### src/rtl/opb_status_regbank.sv
// opb_status_regbank: C_NUM_CH 32-bit user status words exposed as OPB slave
// registers. Each channel is built either live (follows user_data_in every
// cycle unless frozen) or sticky (OR-accumulates, write-1-to-clear).
// Optional feature macro: OPB_STATUS_IRQ_EN adds the MASK register and irq.
//
// Register map (word offsets from C_BASEADDR):
//   0 .. C_NUM_CH-1 : channel status words
//   C_NUM_CH        : CTRL, bit0 = freeze (written only when byte lane 3 is enabled)
//   C_NUM_CH+1      : MASK (irq build only, otherwise reads 0)
//   others in range : read 0, writes ignored, still acknowledged
//
// Handshake: a transfer starts when OPB_select is sampled high with an address
// inside [C_BASEADDR, C_HIGHADDR] and no ack is currently being driven.
// Sl_xferAck is high for exactly one cycle on the following cycle; Sl_DBus
// carries read data only in that ack cycle. The master holds select, address
// and data through the ack cycle, so write side effects are applied on the
// clock edge that ends the ack cycle.
module opb_status_regbank #(
    parameter logic [31:0]         C_BASEADDR   = 32'h01020100,
    parameter logic [31:0]         C_HIGHADDR   = 32'h010201FF,
    parameter int                  C_OPB_AWIDTH = 32,
    parameter int                  C_OPB_DWIDTH = 32,
    parameter int                  C_NUM_CH     = 4,
    parameter logic [C_NUM_CH-1:0] C_CH_STICKY  = '0,
    parameter                      C_FAMILY     = "virtex6"
) (
    input  logic                      OPB_Clk,
    input  logic                      OPB_Rst_n,
    input  logic [0:C_OPB_AWIDTH-1]   OPB_ABus,
    input  logic [0:C_OPB_DWIDTH/8-1] OPB_BE,
    input  logic [0:C_OPB_DWIDTH-1]   OPB_DBus,
    input  logic                      OPB_RNW,
    input  logic                      OPB_select,
    input  logic                      OPB_seqAddr,
    output logic [0:C_OPB_DWIDTH-1]   Sl_DBus,
    output logic                      Sl_xferAck,
    output logic                      Sl_errAck,
    output logic                      Sl_retry,
    output logic                      Sl_toutSup,
    input  logic [C_NUM_CH*32-1:0]    user_data_in
`ifdef OPB_STATUS_IRQ_EN
    ,
    output logic                      irq
`endif
);

    localparam int FAMILY_LEN = $bits(C_FAMILY);

    // OPB bit 0 is the MSB, so plain assignment into [31:0] vectors yields
    // the user-numbered view (DBus[0] -> bit 31, BE[0] -> lane for bits 31:24).
    logic [31:0] addr;
    logic [31:0] wdata;
    logic [3:0]  be;
    logic [31:0] diff;
    logic [29:0] woff;
    logic        bus_hit;
    logic        xfer_start;
    logic        wr_en;
    logic [31:0] byte_mask;
    logic [31:0] clr_bits;
    logic        freeze;
    logic [31:0] rd_word;
    logic [31:0] rd_q;
    logic [C_NUM_CH*32-1:0] stat_all;
    logic        unused_ok;

    assign addr       = OPB_ABus;
    assign wdata      = OPB_DBus;
    assign be         = OPB_BE;
    assign diff       = addr - C_BASEADDR;
    assign woff       = diff[31:2];
    assign bus_hit    = (addr >= C_BASEADDR) && (addr <= C_HIGHADDR);
    assign xfer_start = OPB_select & bus_hit & ~Sl_xferAck;
    assign wr_en      = OPB_select & bus_hit & Sl_xferAck & ~OPB_RNW;
    assign byte_mask  = {{8{be[3]}}, {8{be[2]}}, {8{be[1]}}, {8{be[0]}}};
    assign clr_bits   = wdata & byte_mask;

    assign Sl_errAck  = 1'b0;
    assign Sl_retry   = 1'b0;
    assign Sl_toutSup = 1'b0;
    assign unused_ok  = &{1'b0, OPB_seqAddr, diff[1:0], FAMILY_LEN[0]};

`ifdef OPB_STATUS_IRQ_EN
    logic [C_NUM_CH-1:0] mask_q;
    logic [C_NUM_CH-1:0] mask_bm;
    logic [C_NUM_CH-1:0] sticky_nz;
    assign mask_bm = byte_mask[C_NUM_CH-1:0];
`endif

    for (genvar k = 0; k < C_NUM_CH; k++) begin : g_ch
        logic [31:0] in_word;
        logic [31:0] stat_q;
        assign in_word = user_data_in[32*k +: 32];
        assign stat_all[32*k +: 32] = stat_q;
`ifdef OPB_STATUS_IRQ_EN
        assign sticky_nz[k] = C_CH_STICKY[k] & (|stat_q);
`endif
        if (C_CH_STICKY[k]) begin : g_sticky
            logic [31:0] clr;
            assign clr = (wr_en && (woff == 30'(k))) ? clr_bits : 32'h0;
            // Sticky word: accumulate every cycle; a coincident set beats the clear.
            always_ff @(posedge OPB_Clk or negedge OPB_Rst_n) begin
                if (!OPB_Rst_n) begin
                    stat_q <= 32'h0;
                end else begin
                    stat_q <= (stat_q & ~clr) | in_word;
                end
            end
        end else begin : g_live
            // Live word: follow the input unless software froze the bank.
            always_ff @(posedge OPB_Clk or negedge OPB_Rst_n) begin
                if (!OPB_Rst_n) begin
                    stat_q <= 32'h0;
                end else if (!freeze) begin
                    stat_q <= in_word;
                end
            end
        end
    end

    // CTRL freeze bit, written on the ack edge when byte lane 3 is enabled.
    always_ff @(posedge OPB_Clk or negedge OPB_Rst_n) begin
        if (!OPB_Rst_n) begin
            freeze <= 1'b0;
        end else if (wr_en && (woff == 30'(C_NUM_CH)) && be[0]) begin
            freeze <= wdata[0];
        end
    end

`ifdef OPB_STATUS_IRQ_EN
    // MASK register: only the byte lanes enabled by the write are updated.
    always_ff @(posedge OPB_Clk or negedge OPB_Rst_n) begin
        if (!OPB_Rst_n) begin
            mask_q <= '0;
        end else if (wr_en && (woff == 30'(C_NUM_CH + 1))) begin
            mask_q <= (mask_q & ~mask_bm) | (wdata[C_NUM_CH-1:0] & mask_bm);
        end
    end

    // Registered interrupt: any enabled sticky channel holding a set bit.
    always_ff @(posedge OPB_Clk or negedge OPB_Rst_n) begin
        if (!OPB_Rst_n) begin
            irq <= 1'b0;
        end else begin
            irq <= |(mask_q & sticky_nz);
        end
    end
`endif

    // Read multiplexer over the word offset; unmapped offsets read zero.
    always_comb begin
        rd_word = 32'h0;
        for (int k = 0; k < C_NUM_CH; k++) begin
            if (woff == 30'(k)) begin
                rd_word = stat_all[32*k +: 32];
            end
        end
        if (woff == 30'(C_NUM_CH)) begin
            rd_word = {31'h0, freeze};
        end
`ifdef OPB_STATUS_IRQ_EN
        if (woff == 30'(C_NUM_CH + 1)) begin
            rd_word = 32'(mask_q);
        end
`endif
    end

    // Ack generation and read-data register; data is nonzero only in a read ack cycle.
    always_ff @(posedge OPB_Clk or negedge OPB_Rst_n) begin
        if (!OPB_Rst_n) begin
            Sl_xferAck <= 1'b0;
            rd_q       <= 32'h0;
        end else begin
            Sl_xferAck <= xfer_start;
            rd_q       <= (xfer_start & OPB_RNW) ? rd_word : 32'h0;
        end
    end

    assign Sl_DBus = rd_q;

endmodule
### config.mk
export PLATFORM = sky130hd
export DESIGN_NAME = opb_status_regbank
export DESIGN_NICKNAME = d
export VERILOG_FILES = /design/src/rtl/opb_status_regbank.sv
export SDC_FILE = /design/constraint.sdc
export NUM_CORES = 1
export LEC_CHECK = 0
export ABC_AREA = 1
export BUFFER_PORTS_ARGS = -buffer_cell sky130_fd_sc_hd__buf_2
export CAP_MARGIN = 20
export CORE_MARGIN = 8
export CORE_UTILIZATION = 35
export CTS_CLUSTER_DIAMETER = 50
export DETAILED_ROUTE_END_ITERATION = 7
export GPL_ROUTABILITY_DRIVEN = 0
export PLACE_DENSITY_LB_ADDON = 0.12
export SLEW_MARGIN = 20
export SYNTH_ARGS = -nofsm -noshare
export SYNTH_HDL_FRONTEND = slang
export SYNTH_SLANG_ARGS = --single-unit
export TNS_END_PERCENT = 5
### constraint.sdc
create_clock -name OPB_Clk -period 1.8 [get_ports OPB_Clk]
set_clock_uncertainty 0.2 [all_clocks]
set_input_delay 0.36 -clock OPB_Clk [delete_from_list [all_inputs] [get_ports OPB_Clk]]
set_output_delay 0.36 -clock OPB_Clk [all_outputs]
set_load 0.02 [all_outputs]
==> results.yml, run 1 <==
run_status:
  outcome: "finished with violations"
  violations: "negative setup slack"
setup_path:
  crit_path_frequent_cell: "nand2_1"
  critPathMaxFanout: 4
  path_cells: "buf_6 -> nor2_4 -> buf_6 -> nand2_4 -> a21oi_2 -> nand2_1 -> nand2_1 -> nand2_1 -> nor2_1 -> nand2_1 -> nor2_4 -> nand3_4 -> nor2_8 -> buf_12 -> buf_12 -> nand2_8 -> nor3_4 -> nand2_1 -> o21ai_1 -> inv_1"
  cp-end-kind: "flip-flop"
  rr_startpoint: "Sl_xferAck"
  crit_slowest_cell: "nor2_8"
  cp_data_arrival_time_ns: 2.40
  cp-startpoint: "OPB_ABus[16]"
  crit_type: "in -> reg"
  required_ns: 1.91
  crit_path_start_kind: "input port"
  slowest_delay_ns: 0.18
drt:
  post_drt_wl_per_cell_um: 17.0
  drtAntennaViolNets: 0
  drc: 0
  firstDrtPassIters: 6
  drtIter0Drc: 373
  drt-total-wl_mm: 26.0
  vias_per_cell: 4.80
  vias: 7361
power_and_ir_drop:
  p_leak_nw: 5.77
  p_per_area_nw_per_um2: 692
  finalPower_w: 0.00861
  ir_drop_v: 0.000438
layout:
  syn2layout_area_growth_pct: 56.5
  drive_gt1_share_pct: 43.2
  nNetsFinal: 1437
  fill_cells: 2039
placement:
  dpl.hpwl_mm: 17.6
  io_buffers: 196
  pre_cts_ws_ns: -1.09
sta:
  timing.final.crit_share_pct: 127
  rsz0062_at_grt: "true"
  whs_ns: 0.0254
  finalMaxSlewViolations: 0
  post-route-min-period_ns: 2.29
  max_freq_ghz: 0.436
  setup_slack_ns: -0.491
  setup_viol: 33
  final_hold_viol_count: 0
clock_tree:
  cts-root-buf: "clkbuf_16"
  clockBufferDepth: 2
  clkTransAtPathRegs_ns: 0.06
  cts.sinks: 162
  cts_buffers: 17
  htree_levels: 4
  cts_tree: "yes"
  clkLatencyLatePin_ns: 0.42
yosys:
  netlist-cell-type-count: 30
  ys_ff_latch: 162
  syn_inst: 842
  yosysTopAreaCell: "dfrtp_1"
  async_reset_ff_share_pct: 100
  synth_ff_type: "dfrtp_1"
  yosysMostFrequentCell: "dfrtp_1"
  avgSynthCellArea_um2: 9.43
  yosysWarnings: 0
  synth.area.top_cells: "dfrtp_1 (51%), mux2_2 (18%), nand2_1 (6.0%), nand3_1 (5.9%), nor2_1 (5.5%)"
  synth_top_area_share_pct: 51.0
  synth_commonest_cells: "dfrtp_1 (162), nand2_1 (127), mux2_2 (126)"
  syn_area_um2: 7940
  synth_edf_count: 0
  yosysSeqAreaShare_pct: 51.0
die:
  die_height_um: 167
  num_rows: 55
  num_io_pins: 237
  core_area_um2: 22400
  die-area_um2: 27800
  die_w_um: 167
  initial_core_util_pct: 35.4
hold_path:
  worstHoldStart: "user_data_in[0]"
  min_path_type: "in -> reg"
run:
  cap_violations: 0
global_routing:
  grtUsageTotal_pct: 18.9
  grt_pass1_wl_mm: 42.3
  antenna_found_initial: 2
  grt_max_degree: 59
  overflow: 0
  first_global_vias: 7983
==> final timing paths <==
path,end,slack (ns),depth (start not counted)
worst max-delay path,freeze,-0.49,20
worst min-delay path,g_ch[0].stat_q[0],0.03,3
worst max register to register,Sl_DBus[18],0.09,6
worst min register to register,g_ch[0].stat_q[1],0.30,1
max in group asynchronous,freeze,0.60,3
min in group asynchronous,g_ch[3].stat_q[8],0.21,2
==> cell usage in the layout (no fill, tap or decap), types with 9 or more instances in the layout <==
master         instances
buf_6                  9
buf_12                20
nor2_4                16
buf_4                 73
dfrtp_1              161
nand3_1               88
clkbuf_16             17
nor2_1                97
inv_1                 30
mux2_2               126
o21ai_2               22
nand2_1              111
o21ai_0               26
o21ai_1               48
nand2_2               12
dlygate4sd3_1        127
buf_2                189
==> flip-flops by register name (all words and copies together) (netlist names) <==
name         count
Sl_DBus         32
Sl_xferAck       1
freeze           1
g_ch.stat_q    128
==> through the flow <==
| stage | utilization [%] | cell area (um2) | TNS (ns) | instances |
|---|---|---|---|---|
| 2_1_floorplan | - | 8080 | -13.45 | 844 |
| 3_3_place_gp | 44.7 | 10000 | -34.08 | 1360 |
| 3_5_place_dp | 44.7 | 10000 | -33.61 | 1360 |
| 4_1_cts | 54.6 | 12300 | -13.90 | 1531 |
| 5_1_grt | 55.4 | 12400 | -19.51 | 1534 |
| 6_report | 55.4 | 12400 | -14.62 | 1534 |
==> layer usage <==
metal | vias up | track usage, % | routed length, um
li1 | 3630 | - | -
met3 | 24 | 3.83 | 1270
met2 | 187 | 32.1 | 12600
met4 | 2 | 4.62 | 328
met1 | 3518 | 24.4 | 11800
met5 | - | 0 | 10
==> power breakdown <==
part / internal [W] / switching, W / total [W]
Sequential: 0.00379 / 0.0000776 / 0.00386
Clock: 0.00221 / 0.00157 / 0.00379
Combinational: 0.000553 / 0.000406 / 0.000959
==> timing repair <==
| item | 4_1_cts | 5_1_grt |
|---|---|---|
| gates resized for setup | 44 | 58 |
| pin swaps | 9 | 19 |
| hold endpoints to repair | 222 | 0 |
| setup buffers | 10 | 3 |
| hold buffers | 127 | 0 |
| gates cloned | 3 | 0 |
| endpoints found under the setup margin | 33 | 33 |
==> cell type report <==
| type | count | area (um2) | share of cell area, % |
|---|---|---|---|
| Timing Repair Buffer | 423 | 3360 | 27.0 |
| Clock inverter | 13 | 175 | 1.41 |
| Antenna cell | 1 | 2.50 | 0.0201 |
| Tap cell | 285 | 357 | 2.87 |
| Clock buffer | 18 | 429 | 3.45 |
| Inverter | 35 | 136 | 1.10 |
| Sequential cell | 162 | 4060 | 32.6 |
| Multi-Input combinational cell | 597 | 3920 | 31.5 |
==> critical path: cells and delay by family <==
kind            cells  cell delay, ns
compound gates      2            0.21
simple gates       13            1.28
buf+inv             5            0.53
==> cell families (layout without fill, tap and decap cells) <==
family / after synthesis / after routing / synth area share (%)
and+or+nand+nor: 360 / 360 / 19.4
DFF: 162 / 162 / 51.0
muxes: 126 / 126 / 17.9
AOI/OAI and AO/OA: 108 / 108 / 6.96
buffers and inverters: 85 / 489 / 4.68
other: 1 / 4 / 0.0472
Power figures use the tool's default switching activity.
==> run 2, diff against run 1 <==
--- a/config.mk
+++ b/config.mk
@@ -5,7 +5,6 @@
 export SDC_FILE = /design/constraint.sdc
 export NUM_CORES = 1
 export LEC_CHECK = 0
-export ABC_AREA = 1
 export BUFFER_PORTS_ARGS = -buffer_cell sky130_fd_sc_hd__buf_2
 export CAP_MARGIN = 20
 export CORE_MARGIN = 8
==> results.yml, run 2 <==
yosys:
  syn_area_um2: 6950
  ys_ff_latch: 162
  synth_commonest_cells: "dfrtp_1 (162), mux2_2 (161), nor2_1 (39)"
  yosysMostFrequentCell: "dfrtp_1"
  async_reset_ff_share_pct: 100
  synth_top_area_share_pct: 58.3
  synth_edf_count: 0
  yosysTopAreaCell: "dfrtp_1"
  avgSynthCellArea_um2: 14.0
  synth.area.top_cells: "dfrtp_1 (58%), mux2_2 (26%), nor3_2 (4.3%), o22ai_1 (2.9%), nor2_1 (2.1%)"
  syn_inst: 496
  synth_ff_type: "dfrtp_1"
  yosysWarnings: 0
  yosysSeqAreaShare_pct: 58.3
  netlist-cell-type-count: 29
global_routing:
  grtUsageTotal_pct: 17.3
  grt_max_degree: 55
  grt_pass1_wl_mm: 32.7
  first_global_vias: 6128
  overflow: 0
  antenna_found_initial: 1
setup_path:
  worst-path-buf-inv: 3
  crit_path_start_kind: "input port"
  r2r_cells: 5
  cp-end-kind: "flip-flop"
  crit_slowest_cell: "or4_4"
  critPathMaxFanout: 11
  path_cells: "buf_6 -> nor4_4 -> nand2_1 -> or4_4 -> nor2_4 -> nand3_4 -> buf_6 -> buf_12 -> nor3_4"
  rr_startpoint: "g_ch[3].stat_q[0]"
  required_ns: 1.94
  crit_family: "simple AND/OR/NAND/NOR gates"
  cp_data_arrival_time_ns: 2.09
  crit_path_frequent_cell: "buf_6"
  crit_type: "in -> reg"
  rrSetupSlack_ns: 0.20
  timing.rr.end: "Sl_DBus[31]"
  slowest_delay_ns: 0.53
  cp-startpoint: "OPB_ABus[15]"
sta:
  max_freq_ghz: 0.512
  setup_viol: 31
  rsz0062_at_grt: "true"
  finalMaxSlewViolations: 0
  post-route-min-period_ns: 1.95
  whs_ns: 0.0133
  setup_slack_ns: -0.155
  final_hold_viol_count: 0
  timing.final.crit_share_pct: 109
clock_tree:
  htree_levels: 4
  clockBufferDepth: 2
  clkTransAtPathRegs_ns: 0.06
  cts_tree: "yes"
  clkLatencyLatePin_ns: 0.42
  cts-root-buf: "clkbuf_16"
  cts.sinks: 162
  cts_buffers: 17
drt:
  drtAntennaViolNets: 0
  vias_per_cell: 4.66
  post_drt_wl_per_cell_um: 18.4
  vias: 5285
  firstDrtPassIters: 4
  drtIter0Drc: 181
  drc: 0
  drt-total-wl_mm: 20.8
layout:
  final_cells: 1133
  nNetsFinal: 1056
  fill_cells: 1651
  final_cell_mix: "buf_2 (189), dfrtp_1 (161), mux2_2 (161)"
  drive_gt1_share_pct: 55.6
  largest_register_ffs: 128
  final_common_cell: "buf_2"
  syn2layout_area_growth_pct: 53.6
  fin_util_pct: 54.9
  fin_area_um2: 10700
  top_register: "g_ch.stat_q"
power_and_ir_drop:
  p_per_area_nw_per_um2: 780
  comb_power_share_pct: 11.3
  ir_drop_v: 0.000588
  p_seq_share_pct: 46.3
  p_leak_nw: 4.82
  p_int_w: 0.00641
  swShare_pct: 23.0
  p_switching_w: 0.00192
  p_clk_share_pct: 42.4
run_status:
  outcome: "finished with violations"
  violations: "negative setup slack"
hold_path:
  worstHoldStart: "user_data_in[56]"
  min_path_type: "in -> reg"
  whs_path_depth: 2
  holdPathEnd: "g_ch[1].stat_q[24]"
die:
  num_io_pins: 237
  num_rows: 51
  die_w_um: 157
  initial_core_util_pct: 35.7
  core_area_um2: 19500
  die-area_um2: 24600
  die_height_um: 157
run:
  cap_violations: 0
placement:
  dpl.hpwl_mm: 14.2
  pre_cts_ws_ns: -0.580
  io_buffers: 196
  dp.cells: 968
  place_area_um2: 8620
## run 2: cell types whose count changed in the layout (fill, tap and decap cells not counted), sizes merged, moves of 5 or more
cell / before / now
nor3: 7 / 33
nand2: 131 / 9
nand3: 94 / 3
a21oi: 6 / 0
o21ai: 98 / 1
inv: 39 / 2
buf: 295 / 244
nor2: 121 / 40
nor4: 1 / 6
mux2: 126 / 161
o22ai: 0 / 32
## run 2: kinds of logic (layout without fill, tap and decap cells)
group | count (synthesis) | after routing | synth area share (%)
buffers and inverters | 34 | 403 | 2.32
XOR/XNOR | 2 | 2 | 0.252
AND/OR/NAND/NOR | 101 | 101 | 9.79
AO/OA/AOI/OAI | 35 | 35 | 3.20
other | 1 | 4 | 0.0539
multiplexers | 161 | 161 | 26.1
flip-flops | 162 | 162 | 58.3
## run 2: final cells by class
class | instances | area [um2] | area share (%)
flip-flops and latches | 162 | 4060 | 38.0
multi-input cells | 302 | 2870 | 26.9
repair buffers | 372 | 2840 | 26.6
clock buffers | 21 | 480 | 4.50
well taps | 265 | 332 | 3.10
clock inverters | 10 | 100 | 0.937
diodes | 1 | 2.50 | 0.0234
## run 2: how the worst max path moves through the flow
stage                       end  slack (ns)  cells past startpoint
finish              Sl_DBus[30]       -0.15                      9
detailed placement  Sl_DBus[19]       -0.58                      8
global route        Sl_DBus[30]       -0.23                      9
floorplan            Sl_DBus[1]       -0.28                      7
global placement    Sl_DBus[15]       -0.51                      8
CTS                 Sl_DBus[26]       -0.14                      9
## run 2: power groups by stage
stage	Clock (W)	Combinational, W	Sequential (W)
5_1_grt	0.00380	0.00103	0.00387
2_1_floorplan	0	0.000302	0.00390
3_3_place_gp	0	0.000692	0.00392
4_1_cts	0.00363	0.000936	0.00386
3_5_place_dp	0	0.000706	0.00393
6_report	0.00353	0.000939	0.00386
## run 2: timing repair
| item | CTS | global route |
|---|---|---|
| pin swaps | 8 | 6 |
| hold buffers | 128 | 0 |
| setup buffers | 4 | 0 |
| resized for setup | 13 | 14 |
| cloned | 1 | 0 |
| hold endpoints to repair | 182 | 0 |
| endpoints found under the setup margin | 33 | 33 |
## run 2: layer usage
layer / vias up / track usage, % / routed length, um / share of wire (%)
li1: 2501 / - / - / -
met5: - / 0 / 0 / 0
met1: 2588 / 20.8 / 8730 / 42
met4: 0 / 5.68 / 551 / 2.6
met2: 156 / 29.7 / 10500 / 50
met3: 40 / 4.74 / 1090 / 5.2
## run 2: through the flow
| step | setup TNS [ns] | power (W) |
|---|---|---|
| 2_1_floorplan | -8.92 | 0.00420 |
| 3_3_place_gp | -16.57 | 0.00461 |
| 3_5_place_dp | -18.28 | 0.00463 |
| 4_1_cts | -3.26 | 0.00842 |
| 5_1_grt | -5.57 | 0.00870 |
| 6_report | -3.58 | 0.00833 |
==> run 3, diff against run 2 <==
--- a/config.mk
+++ b/config.mk
@@ -8,11 +8,12 @@
 export BUFFER_PORTS_ARGS = -buffer_cell sky130_fd_sc_hd__buf_2
 export CAP_MARGIN = 20
 export CORE_MARGIN = 8
-export CORE_UTILIZATION = 35
+export CORE_UTILIZATION = 45
 export CTS_CLUSTER_DIAMETER = 50
 export DETAILED_ROUTE_END_ITERATION = 7
 export GPL_ROUTABILITY_DRIVEN = 0
 export PLACE_DENSITY_LB_ADDON = 0.12
+export SETUP_SLACK_MARGIN = 0.05
 export SLEW_MARGIN = 20
 export SYNTH_ARGS = -nofsm -noshare
 export SYNTH_HDL_FRONTEND = slang
==> results.yml, run 3 (same netlist as run 2, synthesis figures left out) <==
run_status:
  outcome: "finished with violations"
  violations: "negative setup slack"
die:
  core_area_um2: 15100
  die_height_um: 140
  num_io_pins: 237
  num_rows: 45
  die-area_um2: 19700
  die_w_um: 140
  initial_core_util_pct: 45.9
layout:
  nNetsFinal: 1055
  syn2layout_area_growth_pct: 50.1
  fin_area_um2: 10400
  final_common_cell: "buf_2"
  top_register: "g_ch.stat_q"
  drive_gt1_share_pct: 55.1
  largest_register_ffs: 128
  final_cell_mix: "buf_2 (194), dfrtp_1 (161), mux2_2 (161)"
drt:
  firstDrtPassIters: 4
  post_drt_wl_per_cell_um: 18.0
  vias: 5283
  drtAntennaViolNets: 0
  drc: 0
  drt-total-wl_mm: 19.0
  drtIter0Drc: 149
  vias_per_cell: 5.00
global_routing:
  grt_pass1_wl_mm: 31.4
  first_global_vias: 6060
  grt_max_degree: 45
  overflow: 0
  antenna_found_initial: 0
  grtUsageTotal_pct: 20.4
sta:
  setup_slack_ns: -0.0996
  rsz0062_at_grt: "true"
  setup_viol: 32
  post-route-min-period_ns: 1.90
  timing.final.crit_share_pct: 106
  whs_ns: 0.00791
  max_freq_ghz: 0.526
  tns_ns: -2.61
  final_hold_viol_count: 0
  finalMaxSlewViolations: 0
clock_tree:
  clkLatencyLatePin_ns: 0.42
  clkTransAtPathRegs_ns: 0.06
  htree_levels: 4
  cts.sinks: 162
  cts_buffers: 17
  clockBufferDepth: 2
  cts_tree: "yes"
  cts-root-buf: "clkbuf_16"
setup_path:
  crit_end: "Sl_DBus[28]"
  cp-startpoint: "OPB_ABus[13]"
  critPathMaxFanout: 22
  crit_path_start_kind: "input port"
  cp-end-kind: "flip-flop"
  rrSetupSlack_ns: 0.20
  crit_type: "in -> reg"
  cp_data_arrival_time_ns: 2.04
  required_ns: 1.94
  r2r_cells: 2
  timing.rr.end: "g_ch[1].stat_q[14]"
  rr_startpoint: "freeze"
placement:
  dpl.hpwl_mm: 13.5
  place_area_um2: 8540
  pre_cts_ws_ns: -0.587
  io_buffers: 196
hold_path:
  whs_path_depth: 2
  min_path_type: "in -> reg"
run:
  cap_violations: 0
power_and_ir_drop:
  p_leak_nw: 4.81
  p_per_area_nw_per_um2: 801
  ir_drop_v: 0.000633
-- run 3: changes by cell type in the layout (fill, tap and decap cells not counted), moves of 2 or more --
cell,previous run,this run
buf_6,11,2
nor3_4,8,1
buf_4,32,38
nor3_2,24,30
buf_2,189,194
clkinv_2,1,6
clkbuf_1,0,3
clkbuf_8,4,1
clkinvlp_4,4,1
bufinv_16,1,3
inv_6,2,0
-- run 3: worst min path at each step --
stage	startpoint	to	slack (ns)
4_1_cts	user_data_in[125]	g_ch[3].stat_q[29]	0.006
2_1_floorplan	OPB_Rst_n	Sl_DBus[0]	-0.14
6_report	user_data_in[125]	g_ch[3].stat_q[29]	0.008
3_5_place_dp	OPB_Rst_n	g_ch[1].stat_q[21]	0.12
5_1_grt	user_data_in[125]	g_ch[3].stat_q[29]	0.0006
3_3_place_gp	OPB_Rst_n	g_ch[0].stat_q[25]	0.12
-- run 3: critical path, stage by stage --
cell	delay (ns)
buf_2	0.13
nor4_4	0.30
nand2_1	0.10
or4_4	0.58
nor2_4	0.16
nand3_4	0.10
buf_12	0.19
nor3_4	0.12
-- run 3: what timing repair did --
item	4_1_cts	5_1_grt
pin swaps	2	0
resized for setup	2	2
setup endpoints to repair	33	33
hold buffers	127	0
setup buffers	1	0
endpoints found under the hold margin	162	0
-- run 3: cell type report --
| class | count | area (um2) |
|---|---|---|
| antenna | 1 | 2.50 |
| clock buffer | 21 | 450 |
| clock inverter | 11 | 136 |
| fill | 1066 | 4710 |
| multi-input combinational | 302 | 2800 |
| sequential | 162 | 4060 |
| tap | 188 | 235 |
| timing repair buffer | 371 | 2750 |
-- run 3: per-layer routing --
metal  track usage [%]  vias to the layer above  wire length (um)
met1              25.5                     2593              8240
met4              6.74                        0               361
met5                 0                        -                 0
li1                  -                     2501                 -
met3              6.46                       21              1270
met2              32.8                      168              9140
-- run 3: stage by stage --
| stage | power [W] | utilization (%) | instances |
|---|---|---|---|
| finish | 0.00836 | 68.9 | 1056 |
| global route | 0.00872 | 68.9 | 1055 |
| CTS | 0.00845 | 68.8 | 1055 |
| detailed placement | 0.00464 | 56.4 | 895 |
| global placement | 0.00461 | 56.4 | 895 |
| floorplan | 0.00420 | - | 498 |
-- run 3: power breakdown --
group	internal, W	switching [W]
Sequential	0.00379	0.0000720
Combinational	0.000569	0.000354
Clock	0.00220	0.00137
Total	0.00656	0.00180
